<file path="config.mk">
export PLATFORM = sky130hd
export DESIGN_NAME = sram_port_arbiter
export DESIGN_NICKNAME = d
export VERILOG_FILES = /design/src/rtl/sram_port_arbiter.sv
export SDC_FILE = /design/constraint.sdc
export NUM_CORES = 1
export LEC_CHECK = 0
export BUFFER_PORTS_ARGS = -buffer_cell sky130_fd_sc_hd__buf_2
export CORE_ASPECT_RATIO = 1.4
export CORE_MARGIN = 2
export CORE_UTILIZATION = 30
export DETAILED_ROUTE_END_ITERATION = 6
export PLACE_DENSITY = 0.68
export SLEW_MARGIN = 10
export SYNTH_ARGS = -nofsm -noshare
export SYNTH_HDL_FRONTEND = slang
export SYNTH_SLANG_ARGS = --single-unit
export TNS_END_PERCENT = 10
</file>
<file path="constraint.sdc">
create_clock -name clk -period 1.9 [get_ports clk]
set_input_delay 0.19 -clock clk [delete_from_list [all_inputs] [get_ports clk]]
set_output_delay 0.19 -clock clk [all_outputs]
set_load 0.005 [all_outputs]
</file>
<file path="src/rtl/sram_port_arbiter.sv">
// -----------------------------------------------------------------------------
// sram_port_arbiter
//
// Shares one single-ported, synchronous-read SRAM between the instruction-fetch
// port and the data load/store port of the core. Each access takes two cycles:
// an ISSUE cycle that drives the SRAM, then a RESP cycle that returns the read
// data and pulses the requester's valid. Data accesses win ties. A streak
// counter limits how many data grants in a row can pass a waiting fetch.
//
// Ports:
//   clk, rst                    clock (rising edge), async active-high reset
//   inst_req, inst_addr         fetch request; held until inst_valid
//   inst_rdata, inst_valid      fetch response, one-cycle pulse
//   data_req, data_wen,         load/store request; held until data_valid
//   data_addr, data_wdata       (data_wen == 0000 means read)
//   data_rdata, data_valid      load data / store ack, one-cycle pulse
//   sram_en, sram_wen,          SRAM command, word-aligned byte address
//   sram_addr, sram_wdata
//   sram_rdata                  SRAM read data, valid the cycle after sram_en
// -----------------------------------------------------------------------------
module sram_port_arbiter #(
    parameter int MAX_DATA_STREAK = 4,
    parameter int ADDR_W          = 32
) (
    input  logic              clk,
    input  logic              rst,
    input  logic              inst_req,
    input  logic [ADDR_W-1:0] inst_addr,
    output logic [31:0]       inst_rdata,
    output logic              inst_valid,
    input  logic              data_req,
    input  logic [3:0]        data_wen,
    input  logic [ADDR_W-1:0] data_addr,
    input  logic [31:0]       data_wdata,
    output logic [31:0]       data_rdata,
    output logic              data_valid,
    output logic              sram_en,
    output logic [3:0]        sram_wen,
    output logic [ADDR_W-1:0] sram_addr,
    output logic [31:0]       sram_wdata,
    input  logic [31:0]       sram_rdata
);

    localparam int STREAK_W = $clog2(MAX_DATA_STREAK + 1);
    localparam logic [STREAK_W-1:0] STREAK_MAX = STREAK_W'(MAX_DATA_STREAK);

    typedef enum logic [2:0] {
        IDLE,
        ISSUE_I,
        ISSUE_D,
        RESP_I,
        RESP_D
    } state_t;

    state_t              state;
    state_t              state_next;
    logic [STREAK_W-1:0] streak;
    logic [ADDR_W-1:0]   lat_addr;
    logic [3:0]          lat_wen;
    logic [31:0]         lat_wdata;

    logic                arb_point;
    logic                inst_elig;
    logic                data_elig;
    logic                grant_i;
    logic                grant_d;
    logic [ADDR_W-1:0]   word_addr;

    // A requester still holds req during its own valid cycle, so it must not
    // be granted again on that edge.
    assign arb_point = (state == IDLE) || (state == RESP_I) || (state == RESP_D);
    assign inst_elig = inst_req && (state != RESP_I);
    assign data_elig = data_req && (state != RESP_D);
    assign grant_d   = arb_point && data_elig && (!inst_elig || (streak < STREAK_MAX));
    assign grant_i   = arb_point && inst_elig && !grant_d;
    assign word_addr = lat_addr & ~ADDR_W'(3);

    // NOTE: sequential state uses non-blocking assignments so every register
    // samples pre-edge values regardless of block ordering.
    always_ff @(posedge clk or posedge rst) begin
        if (rst) begin
            state <= IDLE;
        end else begin
            state <= state_next;
        end
    end

    // NOTE: every output and next-state signal gets a default first, so no
    // path through the case statement can infer a latch.
    always_comb begin
        state_next = state;
        sram_en    = 1'b0;
        sram_wen   = 4'b0000;
        sram_addr  = '0;
        sram_wdata = '0;
        inst_valid = 1'b0;
        inst_rdata = '0;
        data_valid = 1'b0;
        data_rdata = '0;
        case (state)
            IDLE, RESP_I, RESP_D: begin
                if (grant_d) begin
                    state_next = ISSUE_D;
                end else if (grant_i) begin
                    state_next = ISSUE_I;
                end else begin
                    state_next = IDLE;
                end
                if (state == RESP_I) begin
                    inst_valid = 1'b1;
                    inst_rdata = sram_rdata;
                end
                if (state == RESP_D) begin
                    data_valid = 1'b1;
                    // A store returns zero data with its ack.
                    if (lat_wen == 4'b0000) begin
                        data_rdata = sram_rdata;
                    end
                end
            end
            ISSUE_I: begin
                state_next = RESP_I;
                sram_en    = 1'b1;
                sram_addr  = word_addr;
            end
            ISSUE_D: begin
                state_next = RESP_D;
                sram_en    = 1'b1;
                sram_addr  = word_addr;
                sram_wen   = lat_wen;
                sram_wdata = lat_wdata;
            end
            default: state_next = IDLE;
        endcase
    end

    // Latched request fields and the starvation counter. The latches hold
    // through RESP so the response can tell a store from a load.
    always_ff @(posedge clk or posedge rst) begin
        if (rst) begin
            streak    <= '0;
            lat_addr  <= '0;
            lat_wen   <= 4'b0000;
            lat_wdata <= '0;
        end else begin
            if (grant_d) begin
                lat_addr  <= data_addr;
                lat_wen   <= data_wen;
                lat_wdata <= data_wdata;
            end else if (grant_i) begin
                lat_addr  <= inst_addr;
            end

            if (!inst_req || grant_i) begin
                streak <= '0;
            end else if (grant_d && (streak != STREAK_MAX)) begin
                streak <= streak + 1'b1;
            end
        end
    end

endmodule
</file>
== Word-level counts from Yosys, hierarchy flattened ==
Cells that the tools add are included.

* Bits in registers: 74
* Latch bits: 0
* Bits in writable memories: 0
* Bits in read-only memories: 0
* Output and inout bits: 135
* Word-level logic and storage cells: 54
* Memories kept: 0

* $add $sub $neg: 1
* Multipliers: 0
* Divide/modulo/power cells: 0
* Magnitude comparators: 1
* Equality and inequality tests: 7
* Shift-type cells: 0
* Multiplexer cells: 20
* Bitwise logic cells: 0
* Reduce and logical (&&, ||, !) cells: 20

{| class="wikitable"
|+ Operator list
! operator !! number
|-
| 32-bit 2-to-1 mux || 9
|-
| 3-bit case mux with 3 select lines || 1
|-
| 1-bit logical AND || 7
|-
| 3-bit by 2-bit == test with 1-bit output (second input constant) || 2
|-
| 1-bit 2-to-1 mux || 6
|-
| 3-bit 2-to-1 mux || 2
|-
| 3-bit inequality test (second input constant) || 2
|-
| 4-bit logical NOT || 1
|-
| 1-bit logical OR || 4
|-
| 4-bit 2-to-1 mux || 1
|-
| 2-bit nonzero test || 2
|-
| 3-bit by 1-bit adder with 3-bit output (second input constant) || 1
|-
| 3-bit by 1-bit == test with 1-bit output (second input constant) || 1
|-
| 3-bit == test (second input constant) || 1
|-
| 1-bit logical NOT || 3
|-
| 3-bit logical NOT || 1
|-
| 3-bit less-than comparator (second input constant) || 1
|-
| 3-bit by 2-bit inequality test with 1-bit output (second input constant) || 1
|-
| 3-bit OR reduction || 1
|-
| 2-bit 2-to-1 mux || 1
|-
| 2-bit OR reduction || 1
|}

== Longest topological paths before layout ==
Gate-level depths: netlist of the first run.

* Depth in word-level cells: 10
* Gate-level depth with buffers: 6
* Mapped depth without buffers: 5

== Least setup slack after synthesis of the first run ==
OpenSTA, ideal clock, no wires.

* Path type: register to register
* From: register state[1]
* To: register lat_addr[14]
* Arrival: 1.466 ns
* Data required time: 1.773 ns
* Setup slack: 0.307 ns
* Cell stages (with the launch flop): 6
* Buffers on the path: 2
* Period minus slack after synthesis: 1.593 ns
* Path through: dfrtp_1 and2_1 o21ai_1 buf_4 buf_6 mux2_1

* Cells in the longest elaborated chain, start to end: 8
* Elaborated cells on any way between the ends: 18
* Classes of those cells: eq/ne (4); mux (1); reduce/logical (13)

{| class="wikitable"
|+ RTL lines
! item !! line !! source
|-
| start: declaration || 55 || <nowiki>state_t state;</nowiki>
|-
| start signal: assignment || 84 || <nowiki>state <= state_next;</nowiki>
|-
| 3-bit by 2-bit == test with 1-bit output, or another cell as far along || 71 || <nowiki>assign arb_point = (state == IDLE) || (state == RESP_I) || (state == RESP_D);</nowiki>
|-
| 1-bit logical OR or 1-bit logical AND (tied branches) || 71, 72 ||
|-
| 1-bit logical OR or 1-bit logical NOT (tied branches) || 71, 74 ||
|-
| 1-bit logical AND or 1-bit logical OR (tied branches) || 74 || <nowiki>assign grant_d = arb_point && data_elig && (!inst_elig || (streak < STREAK_MAX));</nowiki>
|-
| 1-bit logical AND || 74 ||
|-
| 1-bit logical NOT || 75 || <nowiki>assign grant_i = arb_point && inst_elig && !grant_d;</nowiki>
|-
| 1-bit logical AND || 75 ||
|-
| 2-bit nonzero test (no line) || - ||
|-
| end signal: assignment || 147 || <nowiki>lat_addr <= data_addr;</nowiki>
|-
| end signal: assignment || 151 || <nowiki>lat_addr <= inst_addr;</nowiki>
|-
| end: declaration || 58 || <nowiki>logic [ADDR_W-1:0] lat_addr;</nowiki>
|}

Parallel ways exist; a longest one is shown, timed or not.
A chain may end at the register's enable or synchronous reset.

== Worst setup path after layout of the first run ==
* From: register state[1]
* To: register lat_addr[18]

The elaborated chain is that of the path after synthesis.

==> results of run 1 <==
-- sequential cells by signal, summed over array words and instances, names as in the netlist --
| name | cells |
|---|---|
| lat_addr | 30 |
| lat_wen | 4 |
| state | 3 |
| lat_wdata | 32 |
| streak | 3 |
-- stage by stage --
stage	hold slack (ns)	worst slack, ns	power (mW)
after floorplan	0.322	0.307	5.23
after global placement	0.329	0.0518	6.69
after detailed placement	0.333	-0.0573	6.90
after CTS	0.0590	-0.00805	8.68
after global routing	0.0624	-0.00498	9.31
final	0.0722	0.0420	8.67
-- timing repair --
| item | CTS | global route |
|---|---|---|
| setup endpoints to repair | 104 | 74 |
| buffers inserted | 0 | 4 |
| gates cloned | 0 | 1 |
| resized for setup | 8 | 5 |
| endpoints found under the hold margin | 72 | 0 |
| pin swaps | 0 | 2 |
| hold buffers | 1 | 0 |
-- kinds of logic (layout without fill, tap and decap cells) --
group,count (synthesis),in the layout,synth area share
DFF,72,72,0.434
and+or+nand+nor,150,150,0.225
adders and majority gates,2,2,0.00603
buffers and inverters,37,305,0.0446
other,1,2,0.000904
muxes,96,96,0.261
AOI/OAI and AO/OA,16,16,0.0284
-- synthesized netlist by cell type --
library cell | number | area [um2]
nand3_1 | 1 | 5.00
a31o_2 | 1 | 8.76
nor4_1 | 1 | 6.26
a211o_1 | 2 | 17.5
o21ai_0 | 2 | 10.0
dfrtp_1 | 72 | 1800
a211oi_2 | 1 | 12.5
clkbuf_1 | 14 | 52.6
buf_6 | 3 | 33.8
nor3b_2 | 1 | 12.5
and3_1 | 34 | 213
and2_1 | 100 | 626
nor3_1 | 1 | 5.00
o221ai_1 | 1 | 8.76
nor2_2 | 1 | 6.26
o21ai_1 | 1 | 5.00
nor4bb_1 | 1 | 10.0
o221a_2 | 1 | 11.3
a21oi_1 | 4 | 20.0
inv_1 | 7 | 26.3
nor2_1 | 2 | 7.51
ha_1 | 2 | 25.0
a31oi_1 | 1 | 6.26
o211a_1 | 1 | 10.0
conb_1 | 1 | 3.75
nand2b_1 | 3 | 18.8
mux2_2 | 59 | 664
mux2_1 | 37 | 417
buf_2 | 10 | 50.1
nand2_1 | 3 | 11.3
nor2b_1 | 1 | 6.26
o211ai_1 | 1 | 7.51
buf_4 | 3 | 22.5
nand4_1 | 1 | 6.26
-- power breakdown --
| group | switching [mW] | internal (mW) | leakage, nW |
|---|---|---|---|
| sequential | 0.399 | 2.32 | 0.847 |
| combinational | 1.85 | 2.44 | 2.35 |
| clock | 0.628 | 1.04 | 0.137 |
| total | 2.87 | 5.80 | 3.34 |
-- cell type report --
| type | instances | area [um2] | area share |
|---|---|---|---|
| inverter | 7 | 30.0 | 0.00488 |
| sequential | 72 | 1810 | 0.293 |
| clock buffer | 10 | 239 | 0.0388 |
| multi-input combinational | 266 | 2210 | 0.359 |
| clock inverter | 5 | 57.6 | 0.00935 |
| timing repair buffer | 283 | 1580 | 0.257 |
| tap | 182 | 228 | 0.0370 |
-- worst paths after layout --
check / from / end / cells after the start
setup / recovery: state[1] / lat_addr[18] / 6
hold / removal: data_addr[7] / lat_addr[7] / 2
max in group asynchronous: rst / streak[2] / 4
setup reg to reg: state[1] / lat_addr[18] / 6
min in group asynchronous: rst / lat_wdata[30] / 4
hold reg to reg: lat_wdata[1] / lat_wdata[1] / 1
-- routing by layer --
layer | routed length, um | up-vias | part of all wire | track usage
met5 | 0 | - | 0 | 0
met4 | 384 | 0 | 0.032 | 0.0713
met3 | 812 | 29 | 0.068 | 0.0377
met2 | 6650 | 177 | 0.56 | 0.285
met1 | 4120 | 1792 | 0.34 | 0.142
li1 | - | 1795 | - | -
-- worst max-delay path: cells and delay by family (launching register included) --
kind / cells / cell delay, ns
multiplexers: 2 / 0.62
buffers and inverters: 3 / 0.49
flip-flops: 1 / 0.44
AND/OR/NAND/NOR: 1 / 0.19
==> results by group, run 1 <==
Clock network
  – H-tree Lvls: 3
  – Worst-path clk slew: 0.06 ns
  – Root Driver: clkbuf_16
  – Clk_lat worst skew: 0.33 ns
  – Total CTS buffers: 9
  – Sink Count: 72
  – TritonCTS clock tree: built
  – Clock Path Buffers: 2

Final layout
  – Final design area excluding fillers: 0.00616 mm2
  – Filler cell count: 1270
  – Core Util, Final: 0.458
  – Most frequent cells in the layout: buf_2, and2_1, dfrtp_1
  – Layout cells sized above 1: 0.577
  – Antenna diodes: 0
  – Area grow syn2layout: 48.4%
  – Commonest non-fill, non-tap cell in the layout: buf_2
  – Nets: 777
  – Finished Layout Cells: 825

Die
  – Die height: 143 um
  – Total core area: 0.0135 mm2
  – Starting Density: 0.308
  – Die area: 0.0148 mm2
  – FP Rows: 50
  – IO Pins: 271
  – Die width: 103 um

Power
  – Leakage: 3.34 nW
  – Cell Pwr Density: 1410 mW/mm2
  – Max rail drop VDD: 0.000735 V

STA
  – Final worst-path cycle share: 0.978
  – Post-layout minimum cycle time: 1.86 ns
  – Layout Skew: 0.00639 ns
  – Max Transition Viols Final: 0
  – Total negative slack: 0 ns
  – Max Fclk: 538 MHz
  – Final Hold Fails: 0
  – Setup violations, final: 0

Place
  – Post-placement cell area: 0.00576 mm2
  – Gpl congestion: 0.792
  – Final HPWL DP: 9130 um
  – Number of port buffers: 264
  – Placed Cells: 804

Route
  – Vias: 3793
  – Pre-antenna DRT Iters: 4
  – Iter 0 DRT Violations: 109
  – Final antenna-violating net count: 0
  – Vias/cell: 4.60
  – DRC violations left: 0
  – WL per Instance: 14.5 um
  – DRT Wirelength: 12000 um

Logic synthesis
  – Mean post-synth cell area: 11.1 um2
  – Yosys warnings: 0
  – FF+latch count, synth: 72
  – Mapped cell area: 0.00415 mm2
  – Sequential share of the synthesized area: 0.434
  – Post-synth cell types: 34
  – Post-Syn Instances: 374

GRT
  – Vias in the first global route: 3791
  – Antenna violations before repair: 0
  – Grt total ovfl: 0
  – GRT Overall Usage: 0.149
  – First-pass GRT wire length: 17200 um
  – Largest net degree at the start of global routing: 73

Status
  – Status: finished, final reports clean

Setup path
  – Crit path arrival time: 2.07 ns
  – Peak fanout along the critical path: 11
  – Reg2reg setup slack: 0.04 ns
  – CP peak stage delay: 0.44 ns
  – CP cell instances: buf_4, nor3b_4, buf_6, clkbuf_16, mux2_2, mux2_1
  – Crit path capture type: flop
  – Setup crit start kind: flop
  – Slowest CP cell: dfrtp_2
  – WP data required: 2.11 ns
  – Setup CP Type: flop to flop

Min path
  – HP Class: primary input to flop

Run
  – Maximum Capacitance Violations: 0
Note: power is estimated with default switching activity, not from simulation.
==> inputs of run 2 (changes only) <==
--- a/config.mk
+++ b/config.mk
@@ -11,6 +11,7 @@
 export CORE_UTILIZATION = 30
 export DETAILED_ROUTE_END_ITERATION = 6
 export PLACE_DENSITY = 0.68
+export SETUP_SLACK_MARGIN = 0.4
 export SLEW_MARGIN = 10
 export SYNTH_ARGS = -nofsm -noshare
 export SYNTH_HDL_FRONTEND = slang
==> results by group, run 2 (synthesis results as in run 1) <==
Route
  – Vias/cell: 4.60 (+0.13%)
  – Iter 0 DRT Violations: 144 (+32%)
  – Pre-antenna DRT Iters: 4 (unchanged)
  – DRC violations left: 0 (unchanged)
  – Final antenna-violating net count: 0 (unchanged)
  – WL per Instance: 15.5 um (+6.8%)
  – DRT Wirelength: 13000 um (+8.4%)
  – Vias: 3853 (+1.6%)

Setup path
  – Crit path arrival time: 2.09 ns (+0.02 ns)
  – WP buf/inv: 3 (unchanged)
  – CP cell instances: buf_6, nor3b_4, buf_6, clkbuf_16, mux2_2, mux2_1
  – Crit path capture type: flop
  – Slowest CP cell: dfrtp_2
  – Critical Path Source: state[1]
  – CP peak stage delay: 0.46 ns (+0.02 ns)
  – Most frequent CP cell: buf_6
  – FF-to-FF Start: state[1]
  – WP data required: 2.11 ns (about the same)
  – Setup crit start kind: flop
  – Peak fanout along the critical path: 7 (-4)
  – CP top delay family: multiplexers
  – Setup CP Type: flop to flop

Final layout
  – Final design area excluding fillers: 0.00642 mm2 (+4.4%)
  – Max reg flops: 32 (unchanged)
  – Core Util, Final: 0.478 (+0.0200)
  – Finished Layout Cells: 837 (+1.5%)
  – Area grow syn2layout: 54.9%
  – Most frequent cells in the layout: buf_2, and2_1, dfrtp_1
  – Layout cells sized above 1: 0.608 (+0.0307)
  – Filler cell count: 1245 (-2.0%)
  – Largest registers: lat_wdata x32, lat_addr x30, lat_wen x4
  – Nets: 789 (+1.5%)
  – Reg with most FFs: lat_wdata
  – Commonest non-fill, non-tap cell in the layout: buf_2
  – Antenna diodes: 0 (unchanged)

GRT
  – Grt total ovfl: 0 (unchanged)
  – GRT Overall Usage: 0.158 (+0.00954)
  – Vias in the first global route: 3932 (+3.7%)
  – Antenna violations before repair: 0 (unchanged)
  – First-pass GRT wire length: 18100 um (+5.5%)
  – Largest net degree at the start of global routing: 73 (unchanged)

Min path
  – Hold Crit Start: data_addr[7]
  – HP Class: primary input to flop

Die
  – FP Rows: 50 (unchanged)
  – Die width: 103 um (unchanged)
  – Starting Density: 0.308 (unchanged)
  – Die height: 143 um (unchanged)
  – Total core area: 0.0135 mm2 (unchanged)
  – IO Pins: 271 (unchanged)
  – Die area: 0.0148 mm2 (unchanged)

Clock network
  – Sink Count: 72 (unchanged)
  – Root Driver: clkbuf_16
  – Clk_lat worst skew: 0.33 ns (about the same)
  – Clock Path Buffers: 2 (unchanged)
  – Worst-path clk slew: 0.06 ns (about the same)
  – H-tree Lvls: 3 (unchanged)
  – Total CTS buffers: 9 (unchanged)
  – TritonCTS clock tree: built

Place
  – Final HPWL DP: 9130 um (unchanged)
  – Post-placement cell area: 0.00576 mm2 (unchanged)
  – Placed Cells: 804 (unchanged)
  – Gpl congestion: 0.792 (unchanged)
  – Number of port buffers: 264 (unchanged)

STA
  – Max Fclk: 533 MHz (-1.0%)
  – Final worst-path cycle share: 0.988 (+0.0102)
  – Setup violations, final: 0 (unchanged)
  – Final Hold Fails: 0 (unchanged)
  – RSZ-0062 raised after global routing: yes
  – Layout Skew: 0.00761 ns (+0.00122 ns)
  – Max Transition Viols Final: 0 (unchanged)
  – Post-layout minimum cycle time: 1.88 ns (+0.0194 ns)
  – Total negative slack: 0 ns (unchanged)

Power
  – Leakage: 3.51 nW (+5.1%)
  – Max rail drop VDD: 0.000827 V (+13%)
  – Cell Pwr Density: 1470 mW/mm2 (+4.4%)

Run
  – Maximum Capacitance Violations: 0 (unchanged)

Status
  – Status: finished, final reports clean
## run 2: what timing repair did
item | 4_1_cts | 5_1_grt
pin swaps | 7 | 3
endpoints found under the hold margin | 72 | 0
buffers inserted | 10 | 1
gates cloned | 4 | 2
resized for setup | 22 | 25
hold buffers | 1 | 0
setup endpoints to repair | 199 | 202
## run 2: final timing paths
check / endpoint / slack, ns / depth (start not counted)
worst min-delay path: lat_addr[7] / 0.07 / 2
worst max-delay path: lat_addr[18] / 0.02 / 6
worst max register to register: lat_addr[18] / 0.02 / 6
worst min register to register: lat_wdata[2] / 0.49 / 1
min in group asynchronous: lat_wdata[22] / 0.51 / 4
max in group asynchronous: lat_addr[23] / 1.06 / 4
## run 2: per-stage QoR
step / hold WS [ns] / power [mW] / worst slack [ns]
detailed placement: 0.333 / 6.90 / -0.0573
finish: 0.0713 / 9.44 / 0.0226
global route: 0.0623 / 10.1 / -0.0259
floorplan: 0.322 / 5.23 / 0.307
global placement: 0.329 / 6.69 / 0.0518
CTS: 0.0590 / 9.14 / 0.0350
## run 2: where the power goes
| part | internal (mW) | total, mW | switching [mW] |
|---|---|---|---|
| Clock | 1.04 | 1.68 | 0.640 |
| Sequential | 2.32 | 2.73 | 0.410 |
| Combinational | 2.96 | 5.03 | 2.08 |
| Total | 6.32 | 9.44 | 3.13 |
## run 2: cell type report
class	count	area [um2]	share of cell area
tap	182	228	0.0354
timing repair buffer	293	1750	0.272
inverter	7	30.0	0.00467
clock inverter	5	57.6	0.00896
sequential	72	1810	0.281
multi-input combinational	268	2320	0.360
clock buffer	10	239	0.0372
## run 2: worst register-to-register path: stages (launching register included)
cell and delay (ns):
dfrtp_2 0.46, buf_6 0.16, nor3b_4 0.21, buf_6 0.16
clkbuf_16 0.15, mux2_2 0.33, mux2_1 0.29
## run 2: layer usage
layer,routed length (um),global-route usage,vias up,part of all wire
li1,-,-,1820,-
met1,4480,0.147,1823,0.35
met2,7230,0.311,183,0.56
met3,887,0.0387,27,0.068
met4,370,0.0720,0,0.029
met5,0,0,-,0
